**src/rtl/uart_pkg.sv**
```systemverilog
// uart_pkg -- definitions shared by the UART transmit and receive paths.
//   Baud divisor constants (clocks per bit at 50 MHz), baud_lookup() mapping
//   the 3-bit baud_set code to its divisor, 8N1 frame constants, and the
//   transmit FSM state type.
//   With UART_TX_PARITY_EN defined, the state type gains TX_PARITY.
`timescale 1ns/1ps
package uart_pkg;

  localparam logic [13:0] BAUD_4800    = 14'd10416;
  localparam logic [13:0] BAUD_9600    = 14'd5208;
  localparam logic [13:0] BAUD_19200   = 14'd2604;
  localparam logic [13:0] BAUD_38400   = 14'd1302;
  localparam logic [13:0] BAUD_57600   = 14'd868;
  localparam logic [13:0] BAUD_115200  = 14'd434;
  localparam logic [13:0] BAUD_DEFAULT = 14'd5208;

  localparam logic        START_BIT = 1'b0;
  localparam logic        STOP_BIT  = 1'b1;
  localparam int unsigned DATA_BITS = 8;

  typedef enum logic [2:0] {
    TX_IDLE   = 3'd0,
    TX_START  = 3'd1,
    TX_DATA   = 3'd2,
`ifdef UART_TX_PARITY_EN
    TX_PARITY = 3'd3,
`endif
    TX_STOP   = 3'd4
  } tx_state_e;

  function automatic logic [13:0] baud_lookup(input logic [2:0] baud_set);
    logic [13:0] div;
    case (baud_set)
      3'd0:    div = BAUD_4800;
      3'd1:    div = BAUD_9600;
      3'd2:    div = BAUD_19200;
      3'd3:    div = BAUD_38400;
      3'd4:    div = BAUD_57600;
      3'd5:    div = BAUD_115200;
      default: div = BAUD_DEFAULT;
    endcase
    return div;
  endfunction

endpackage

```
**src/rtl/uart_bit_timer.sv**
```systemverilog
// uart_bit_timer -- divisor counter marking the last clock of each bit period.
//   clk, rst_n : clock, asynchronous active-low reset
//   clear      : force the count back to 0 (start of a new frame)
//   run        : count enable; the count holds while low
//   divisor    : clocks per bit
//   bit_end    : high during the final clock (count == divisor-1) of a bit
`timescale 1ns/1ps
module uart_bit_timer (
  input  logic        clk,
  input  logic        rst_n,
  input  logic        clear,
  input  logic        run,
  input  logic [13:0] divisor,
  output logic        bit_end
);

  logic [13:0] cnt_q;
  logic [13:0] cnt_d;

  assign bit_end = run && (cnt_q == (divisor - 14'd1));

  always_comb begin
    cnt_d = cnt_q;
    if (clear || bit_end) begin
      cnt_d = '0;
    end else if (run) begin
      cnt_d = cnt_q + 14'd1;
    end
  end

  always_ff @(posedge clk or negedge rst_n) begin
    if (!rst_n) begin
      cnt_q <= '0;
    end else begin
      cnt_q <= cnt_d;
    end
  end

endmodule

```
**src/rtl/uart_byte_tx.sv**
```systemverilog
// uart_byte_tx -- 8N1 serial byte transmitter, 50 MHz system clock.
//   clk, rst_n : clock, asynchronous active-low reset
//   send_en    : start request, honoured only while busy=0
//   data_byte  : byte to send, latched on acceptance
//   baud_set   : 3-bit baud code (see uart_pkg::baud_lookup), latched on acceptance
//   tx         : registered serial line
//   busy       : frame in progress
//   tx_done    : one-cycle pulse after the stop bit
// Build option: UART_TX_PARITY_EN adds an even-parity bit before the stop bit.
`timescale 1ns/1ps
module uart_byte_tx
  import uart_pkg::*;
#(
  parameter int unsigned CLK_FREQ_HZ = 50000000,
  parameter logic        IDLE_LEVEL  = 1'b1
) (
  input  logic       clk,
  input  logic       rst_n,
  input  logic       send_en,
  input  logic [7:0] data_byte,
  input  logic [2:0] baud_set,
  output logic       tx,
  output logic       busy,
  output logic       tx_done
);

  tx_state_e   state_q,   state_d;
  logic [7:0]  data_q,    data_d;
  logic [13:0] baud_q,    baud_d;
  logic [2:0]  bit_idx_q, bit_idx_d;
  logic        tx_q,      tx_d;
  logic        busy_q,    busy_d;
  logic        tx_done_q, tx_done_d;
`ifdef UART_TX_PARITY_EN
  logic        parity_q,  parity_d;
`endif

  logic timer_clear;
  logic bit_end;

  uart_bit_timer u_bit_timer (
    .clk     (clk),
    .rst_n   (rst_n),
    .clear   (timer_clear),
    .run     (state_q != TX_IDLE),
    .divisor (baud_q),
    .bit_end (bit_end)
  );

  // State register
  always_ff @(posedge clk or negedge rst_n) begin
    if (!rst_n) begin
      state_q   <= TX_IDLE;
      data_q    <= '0;
      baud_q    <= '0;
      bit_idx_q <= '0;
      tx_q      <= IDLE_LEVEL;
      busy_q    <= 1'b0;
      tx_done_q <= 1'b0;
`ifdef UART_TX_PARITY_EN
      parity_q  <= 1'b0;
`endif
    end else begin
      state_q   <= state_d;
      data_q    <= data_d;
      baud_q    <= baud_d;
      bit_idx_q <= bit_idx_d;
      tx_q      <= tx_d;
      busy_q    <= busy_d;
      tx_done_q <= tx_done_d;
`ifdef UART_TX_PARITY_EN
      parity_q  <= parity_d;
`endif
    end
  end

  // Next state
  always_comb begin
    state_d     = state_q;
    data_d      = data_q;
    baud_d      = baud_q;
    bit_idx_d   = bit_idx_q;
    timer_clear = 1'b0;
`ifdef UART_TX_PARITY_EN
    parity_d    = parity_q;
`endif
    case (state_q)
      TX_IDLE: begin
        if (send_en) begin
          state_d     = TX_START;
          data_d      = data_byte;
          baud_d      = baud_lookup(baud_set);
          bit_idx_d   = '0;
          timer_clear = 1'b1;
`ifdef UART_TX_PARITY_EN
          parity_d    = ^data_byte;
`endif
        end
      end
      TX_START: begin
        if (bit_end) begin
          state_d   = TX_DATA;
          bit_idx_d = '0;
        end
      end
      TX_DATA: begin
        if (bit_end) begin
          if (bit_idx_q == 3'(DATA_BITS - 1)) begin
`ifdef UART_TX_PARITY_EN
            state_d = TX_PARITY;
`else
            state_d = TX_STOP;
`endif
          end else begin
            bit_idx_d = bit_idx_q + 3'd1;
          end
        end
      end
`ifdef UART_TX_PARITY_EN
      TX_PARITY: begin
        if (bit_end) begin
          state_d = TX_STOP;
        end
      end
`endif
      TX_STOP: begin
        if (bit_end) begin
          state_d = TX_IDLE;
        end
      end
      default: state_d = TX_IDLE;
    endcase
  end

  // Outputs: decoded from the next state so tx/busy are registered yet change
  // on the same edge as the state itself.
  always_comb begin
    tx_d      = IDLE_LEVEL;
    busy_d    = (state_d != TX_IDLE);
    tx_done_d = (state_q == TX_STOP) && bit_end;
    case (state_d)
      TX_START:  tx_d = START_BIT;
      TX_DATA:   tx_d = data_d[bit_idx_d];
`ifdef UART_TX_PARITY_EN
      TX_PARITY: tx_d = parity_d;
`endif
      TX_STOP:   tx_d = STOP_BIT;
      default:   tx_d = IDLE_LEVEL;
    endcase
  end

  assign tx      = tx_q;
  assign busy    = busy_q;
  assign tx_done = tx_done_q;

endmodule
```
**config.mk**
```make
export PLATFORM = sky130hd
export DESIGN_NAME = uart_byte_tx
export DESIGN_NICKNAME = d
export VERILOG_FILES = /design/src/rtl/uart_pkg.sv /design/src/rtl/uart_bit_timer.sv /design/src/rtl/uart_byte_tx.sv
export SDC_FILE = /design/constraint.sdc
export NUM_CORES = 1
export LEC_CHECK = 0
export CAP_MARGIN = 40
export CORE_ASPECT_RATIO = 1.25
export CORE_MARGIN = 3
export CORE_UTILIZATION = 63
export DETAILED_ROUTE_END_ITERATION = 7
export PLACE_DENSITY_LB_ADDON = 0.25
export SYNTH_ARGS = -nofsm -noshare
export SYNTH_HDL_FRONTEND = slang
export SYNTH_HIERARCHICAL = 1
export SYNTH_SLANG_ARGS = --single-unit
```
**constraint.sdc**
```tcl
create_clock -name clk -period 11.32 [get_ports clk]
set_input_delay 1.698 -clock clk [delete_from_list [all_inputs] [get_ports clk]]
set_output_delay 1.698 -clock clk [all_outputs]
set_load 0.05 [all_outputs]
```
==> flow_results.xml <==
<?xml version="1.0" encoding="UTF-8"?>
<metrics>
  <group name="worst_setup_path">
    <metric name="crit_path_cell_trace" unit="">inv_1, ha_1, or4b_4, or2_2, a311oi_1, o21ai_0, a22oi_1, and3_1, a21bo_2, xnor2_1, a21oi_4, mux2i_1, o32a_1, a31oi_1</metric>
    <metric name="worst_path_largest_cell_delay" unit="ps">530</metric>
    <metric name="critical_path_required" unit="ps">11540</metric>
    <metric name="worst-setup-path-type" unit="">reg2reg</metric>
    <metric name="worstSetupStartpointType" unit="">register</metric>
    <metric name="cp-end-kind" unit="">register</metric>
    <metric name="critical_path_peak_fanout" unit="">7</metric>
    <metric name="critical-path-top-delay-family" unit="">compound AO/OA/AOI/OAI gates</metric>
    <metric name="cp_num_buf_inv" unit="">1</metric>
    <metric name="crit_path_top_delay_cell" unit="">sky130_fd_sc_hd__or4b_4</metric>
    <metric name="arrival_time_of_the_worst_setup_path" unit="ps">4160</metric>
  </group>
  <group name="timing">
    <metric name="report.final.setup_viol" unit="">0</metric>
    <metric name="skew" unit="ps">4.231</metric>
    <metric name="timing.final.crit_period" unit="ps">3937</metric>
    <metric name="relSlewSlack" unit="%">52.88</metric>
    <metric name="worst_hold_slack" unit="ps">505.0</metric>
    <metric name="final.setup.worst_slack" unit="ps">7383</metric>
    <metric name="post-route-period-util" unit="%">34.78</metric>
    <metric name="setup-tns-final" unit="ps">0</metric>
    <metric name="rsz0062_at_grt" unit="">false</metric>
    <metric name="worst_pin_slew" unit="ps">701.4</metric>
    <metric name="timing_max_transition_violations_final" unit="">0</metric>
    <metric name="highest_clock_frequency_the_design_can_meet" unit="MHz">254.0</metric>
    <metric name="final-hold-violation-count" unit="">0</metric>
  </group>
  <group name="place">
    <metric name="numPortBuffers" unit="">16</metric>
    <metric name="gp_routability_congestion" unit="">0.8590</metric>
    <metric name="dp_worst_setup_slack" unit="ps">7409</metric>
    <metric name="place_hpwl" unit="um">3810</metric>
    <metric name="post-place-cells" unit="">333</metric>
  </group>
  <group name="clock_network">
    <metric name="cts_buffers" unit="">5</metric>
    <metric name="clk_root_buffer_cell" unit="">sky130_fd_sc_hd__clkbuf_8</metric>
    <metric name="buffers_inserted_by_post_cts_timing_repair" unit="">0</metric>
    <metric name="cts_max_path_buffers" unit="">2</metric>
    <metric name="post_cts_resized" unit="">0</metric>
    <metric name="cts_hold_repair_buffers" unit="">0</metric>
    <metric name="clk_pin_slew_worst_paths" unit="ps">80</metric>
    <metric name="h-tree-depth" unit="">2</metric>
    <metric name="cts_tree" unit="">done</metric>
    <metric name="clk_latency" unit="ps">300</metric>
    <metric name="clock_sink_count" unit="">44</metric>
  </group>
  <group name="global_route">
    <metric name="grt_remaining_overflow" unit="">0</metric>
    <metric name="gr-usage-all-layers" unit="%">22.52</metric>
    <metric name="first_global_vias" unit="">2001</metric>
    <metric name="grt_first_pass_wirelength" unit="um">8956</metric>
    <metric name="grt_antenna_before_repair" unit="">0</metric>
    <metric name="grt_max_degree" unit="">27</metric>
  </group>
  <group name="power">
    <metric name="power.share.switching" unit="%">39.46</metric>
    <metric name="pwr-share-clk" unit="%">15.8</metric>
    <metric name="power_per_cell_area" unit="nW/um2">215.0</metric>
    <metric name="sequentialPowerShare" unit="%">45.5</metric>
    <metric name="power.static_leakage" unit="nW">1.260</metric>
    <metric name="power_frac_comb" unit="%">38.7</metric>
    <metric name="power.ir.vdd_worst" unit="uV">135.9</metric>
    <metric name="netSwitchingPower" unit="W">0.0002505</metric>
    <metric name="internal_power" unit="W">0.0003844</metric>
  </group>
  <group name="drt">
    <metric name="drcViolationCount" unit="">0</metric>
    <metric name="ant_nets" unit="">0</metric>
    <metric name="routed-via-count" unit="">2023</metric>
    <metric name="drt_wl_total" unit="um">5121</metric>
    <metric name="violation_count_after_the_first_detailed_routing_iteration" unit="">147</metric>
    <metric name="drtPass1Iterations" unit="">4</metric>
    <metric name="detail_route.wl_per_cell" unit="um">15.02</metric>
    <metric name="drt-vias-per-instance" unit="">5.933</metric>
  </group>
  <group name="floorplanning">
    <metric name="placement_rows" unit="">25</metric>
    <metric name="core-area" unit="um2">3941</metric>
    <metric name="initial_utilization" unit="%">67.97</metric>
    <metric name="ioPinCount" unit="">17</metric>
    <metric name="floorplan.die.height" unit="um">78.91</metric>
    <metric name="fp.dieArea" unit="um2">5076</metric>
    <metric name="chipWidth" unit="um">64.33</metric>
  </group>
  <group name="status">
    <metric name="status" unit="">finished, final reports clean</metric>
  </group>
  <group name="yosys">
    <metric name="synth_area" unit="um2">2679</metric>
    <metric name="synth-seq-area-share" unit="%">41.15</metric>
    <metric name="synthesis.instances" unit="">272</metric>
    <metric name="synth-main-ff-cell" unit="">sky130_fd_sc_hd__dfrtp_1</metric>
    <metric name="share_of_synthesized_flip_flops_with_an_asynchronous_set_or_reset" unit="%">100.0</metric>
    <metric name="ys_types" unit="">66</metric>
    <metric name="synthesis.yosys.warnings" unit="">6</metric>
    <metric name="synth_enable_flop_cells" unit="">0</metric>
    <metric name="synth_seq_cells" unit="">44</metric>
    <metric name="avg_synthesized_cell_area" unit="um2">9.849</metric>
  </group>
  <group name="run">
    <metric name="timing.max_cap.violations" unit="">0</metric>
  </group>
  <group name="cells_and_area">
    <metric name="area_delta_synth_final" unit="%">10.23</metric>
    <metric name="fraction_of_final_layout_cells_sized_beyond_drive_strength_1" unit="%">10.80</metric>
    <metric name="instances_no_fill" unit="">341</metric>
    <metric name="antenna-diode-count" unit="">0</metric>
    <metric name="nNetsFinal" unit="">303</metric>
  </group>
  <group name="hold_path">
    <metric name="type_of_the_worst_min_delay_path" unit="">reg2reg</metric>
  </group>
</metrics>
area by class of cell:
class | count | area (um2)
clock buffers | 6 | 82.58
well taps | 54 | 67.56
fillers | 295 | 988.4
clock inverters | 2 | 10.01
repair buffers | 17 | 175.2
multi-input cells | 208 | 1473
flip-flops and latches | 44 | 1102
inverters | 10 | 42.54
synthesized netlist by cell type (3+ instances only):
cell,number,area [um2]
sky130_fd_sc_hd__dfrtp_1,43,1076
sky130_fd_sc_hd__nand2_1,27,101.4
sky130_fd_sc_hd__nor2_1,24,90.09
sky130_fd_sc_hd__xor2_1,18,157.7
sky130_fd_sc_hd__xnor2_1,14,122.6
sky130_fd_sc_hd__inv_1,9,33.78
sky130_fd_sc_hd__nand3_1,9,45.04
sky130_fd_sc_hd__a21oi_1,8,40.04
sky130_fd_sc_hd__clkbuf_1,8,30.03
sky130_fd_sc_hd__mux2i_1,7,70.07
sky130_fd_sc_hd__nor3_1,7,35.03
sky130_fd_sc_hd__nand4_1,6,37.54
sky130_fd_sc_hd__o21ai_0,6,30.03
sky130_fd_sc_hd__o211ai_1,5,37.54
sky130_fd_sc_hd__and3_1,4,25.02
sky130_fd_sc_hd__mux2_4,4,60.06
sky130_fd_sc_hd__nor2b_1,4,25.02
sky130_fd_sc_hd__o31ai_1,4,30.03
sky130_fd_sc_hd__ha_1,3,37.54
sky130_fd_sc_hd__mux2_2,3,33.78
sky130_fd_sc_hd__nand3b_1,3,22.52
sky130_fd_sc_hd__o21a_1,3,22.52
sky130_fd_sc_hd__or4_1,3,22.52
worst register-to-register path: stages, from the launching register on:
cell                       delay [ps]
sky130_fd_sc_hd__dfrtp_1          420
sky130_fd_sc_hd__inv_1             90
sky130_fd_sc_hd__ha_1             240
sky130_fd_sc_hd__or4b_4           530
sky130_fd_sc_hd__or2_2            310
sky130_fd_sc_hd__a311oi_1         200
sky130_fd_sc_hd__o21ai_0          110
sky130_fd_sc_hd__a22oi_1          310
sky130_fd_sc_hd__and3_1           330
sky130_fd_sc_hd__a21bo_2          270
sky130_fd_sc_hd__xnor2_1          330
sky130_fd_sc_hd__a21oi_4          120
sky130_fd_sc_hd__mux2i_1          140
sky130_fd_sc_hd__o32a_1           280
sky130_fd_sc_hd__a31oi_1          190
final timing paths:
kind | from | to | slack, ps | depth (start not counted)
setup / recovery | baud_q[1] | tx | 7380 | 14
hold / removal | data_q[0] | data_q[0] | 510 | 1
setup reg to reg | baud_q[1] | tx | 7380 | 14
hold reg to reg | data_q[0] | data_q[0] | 510 | 1
max in group asynchronous | rst_n | baud_q[12] | 9510 | 2
min in group asynchronous | rst_n | u_bit_timer/cnt_q[9] | 1330 | 1
per-stage QoR:
step | instance area, um2 | total power (W) | utilization (%)
detailed placement | 2860 | 0.0005334 | 72.57
finish | 2953 | 0.0006349 | 74.92
global placement | 2840 | 0.0005200 | 72.06
floorplan | 2694 | 0.0004746 | -
global route | 2953 | 0.0006808 | 74.92
CTS | 2953 | 0.0006373 | 74.92
layout by cell type, fill, tap and decap left out, types with 3 or more instances in the layout:
cell | netlist | final
sky130_fd_sc_hd__a21oi_1 | 8 | 8
sky130_fd_sc_hd__o21ai_0 | 6 | 6
sky130_fd_sc_hd__or4_1 | 3 | 3
sky130_fd_sc_hd__nand3b_1 | 3 | 3
sky130_fd_sc_hd__o31ai_1 | 4 | 4
sky130_fd_sc_hd__and3_1 | 4 | 4
sky130_fd_sc_hd__mux2_2 | 3 | 3
sky130_fd_sc_hd__nor2b_1 | 4 | 4
sky130_fd_sc_hd__inv_1 | 9 | 9
sky130_fd_sc_hd__mux2i_1 | 7 | 7
sky130_fd_sc_hd__nor3_1 | 7 | 7
sky130_fd_sc_hd__nand3_1 | 9 | 9
sky130_fd_sc_hd__clkbuf_8 | 0 | 6
sky130_fd_sc_hd__xor2_1 | 18 | 18
sky130_fd_sc_hd__nand2_1 | 27 | 27
sky130_fd_sc_hd__nor2_1 | 24 | 24
sky130_fd_sc_hd__conb_1 | 1 | 5
sky130_fd_sc_hd__ha_1 | 3 | 3
sky130_fd_sc_hd__mux2_4 | 4 | 4
sky130_fd_sc_hd__nand4_1 | 6 | 6
sky130_fd_sc_hd__clkdlybuf4s50_1 | 0 | 15
sky130_fd_sc_hd__dfrtp_1 | 43 | 43
sky130_fd_sc_hd__o211ai_1 | 5 | 5
sky130_fd_sc_hd__o21a_1 | 3 | 3
sky130_fd_sc_hd__xnor2_1 | 14 | 14
routing by layer:
| layer | wire length (um) | GRT usage (%) |
|---|---|---|
| met5 | 0 | 0 |
| met4 | 73 | 9.091 |
| met3 | 223 | 4.809 |
| met2 | 2509 | 36.57 |
| met1 | 2315 | 29.25 |
power by group through the flow:
stage,logic [W],registers [W],clock network (W)
2_1_floorplan,0.000215,0.000260,0
3_3_place_gp,0.000233,0.000287,0
3_5_place_dp,0.000244,0.000289,0
4_1_cts,0.000247,0.000287,0.000104
5_1_grt,0.000274,0.000298,0.000109
6_report,0.000245,0.000289,0.000100
state kept, by name, summed over array words and instances, names as in the netlist:
name               count
u_bit_timer/cnt_q     14
bit_idx_q              3
tx                     1
data_q                 8
busy                   1
baud_q                13
state_q                3
tx_done                1
logic make-up after synthesis:
family                   count (synthesis)  synth area share, %
other                                    1               0.1400
AO/OA/AOI/OAI                           48                15.04
multiplexers                            14                6.119
flip-flops                              44                41.15
buffers and inverters                   24                4.437
adder cells (fa/ha/maj)                  3                1.401
XOR/XNOR                                32                10.46
AND/OR/NAND/NOR                        106                21.25
Power figures use the tool's default switching activity.
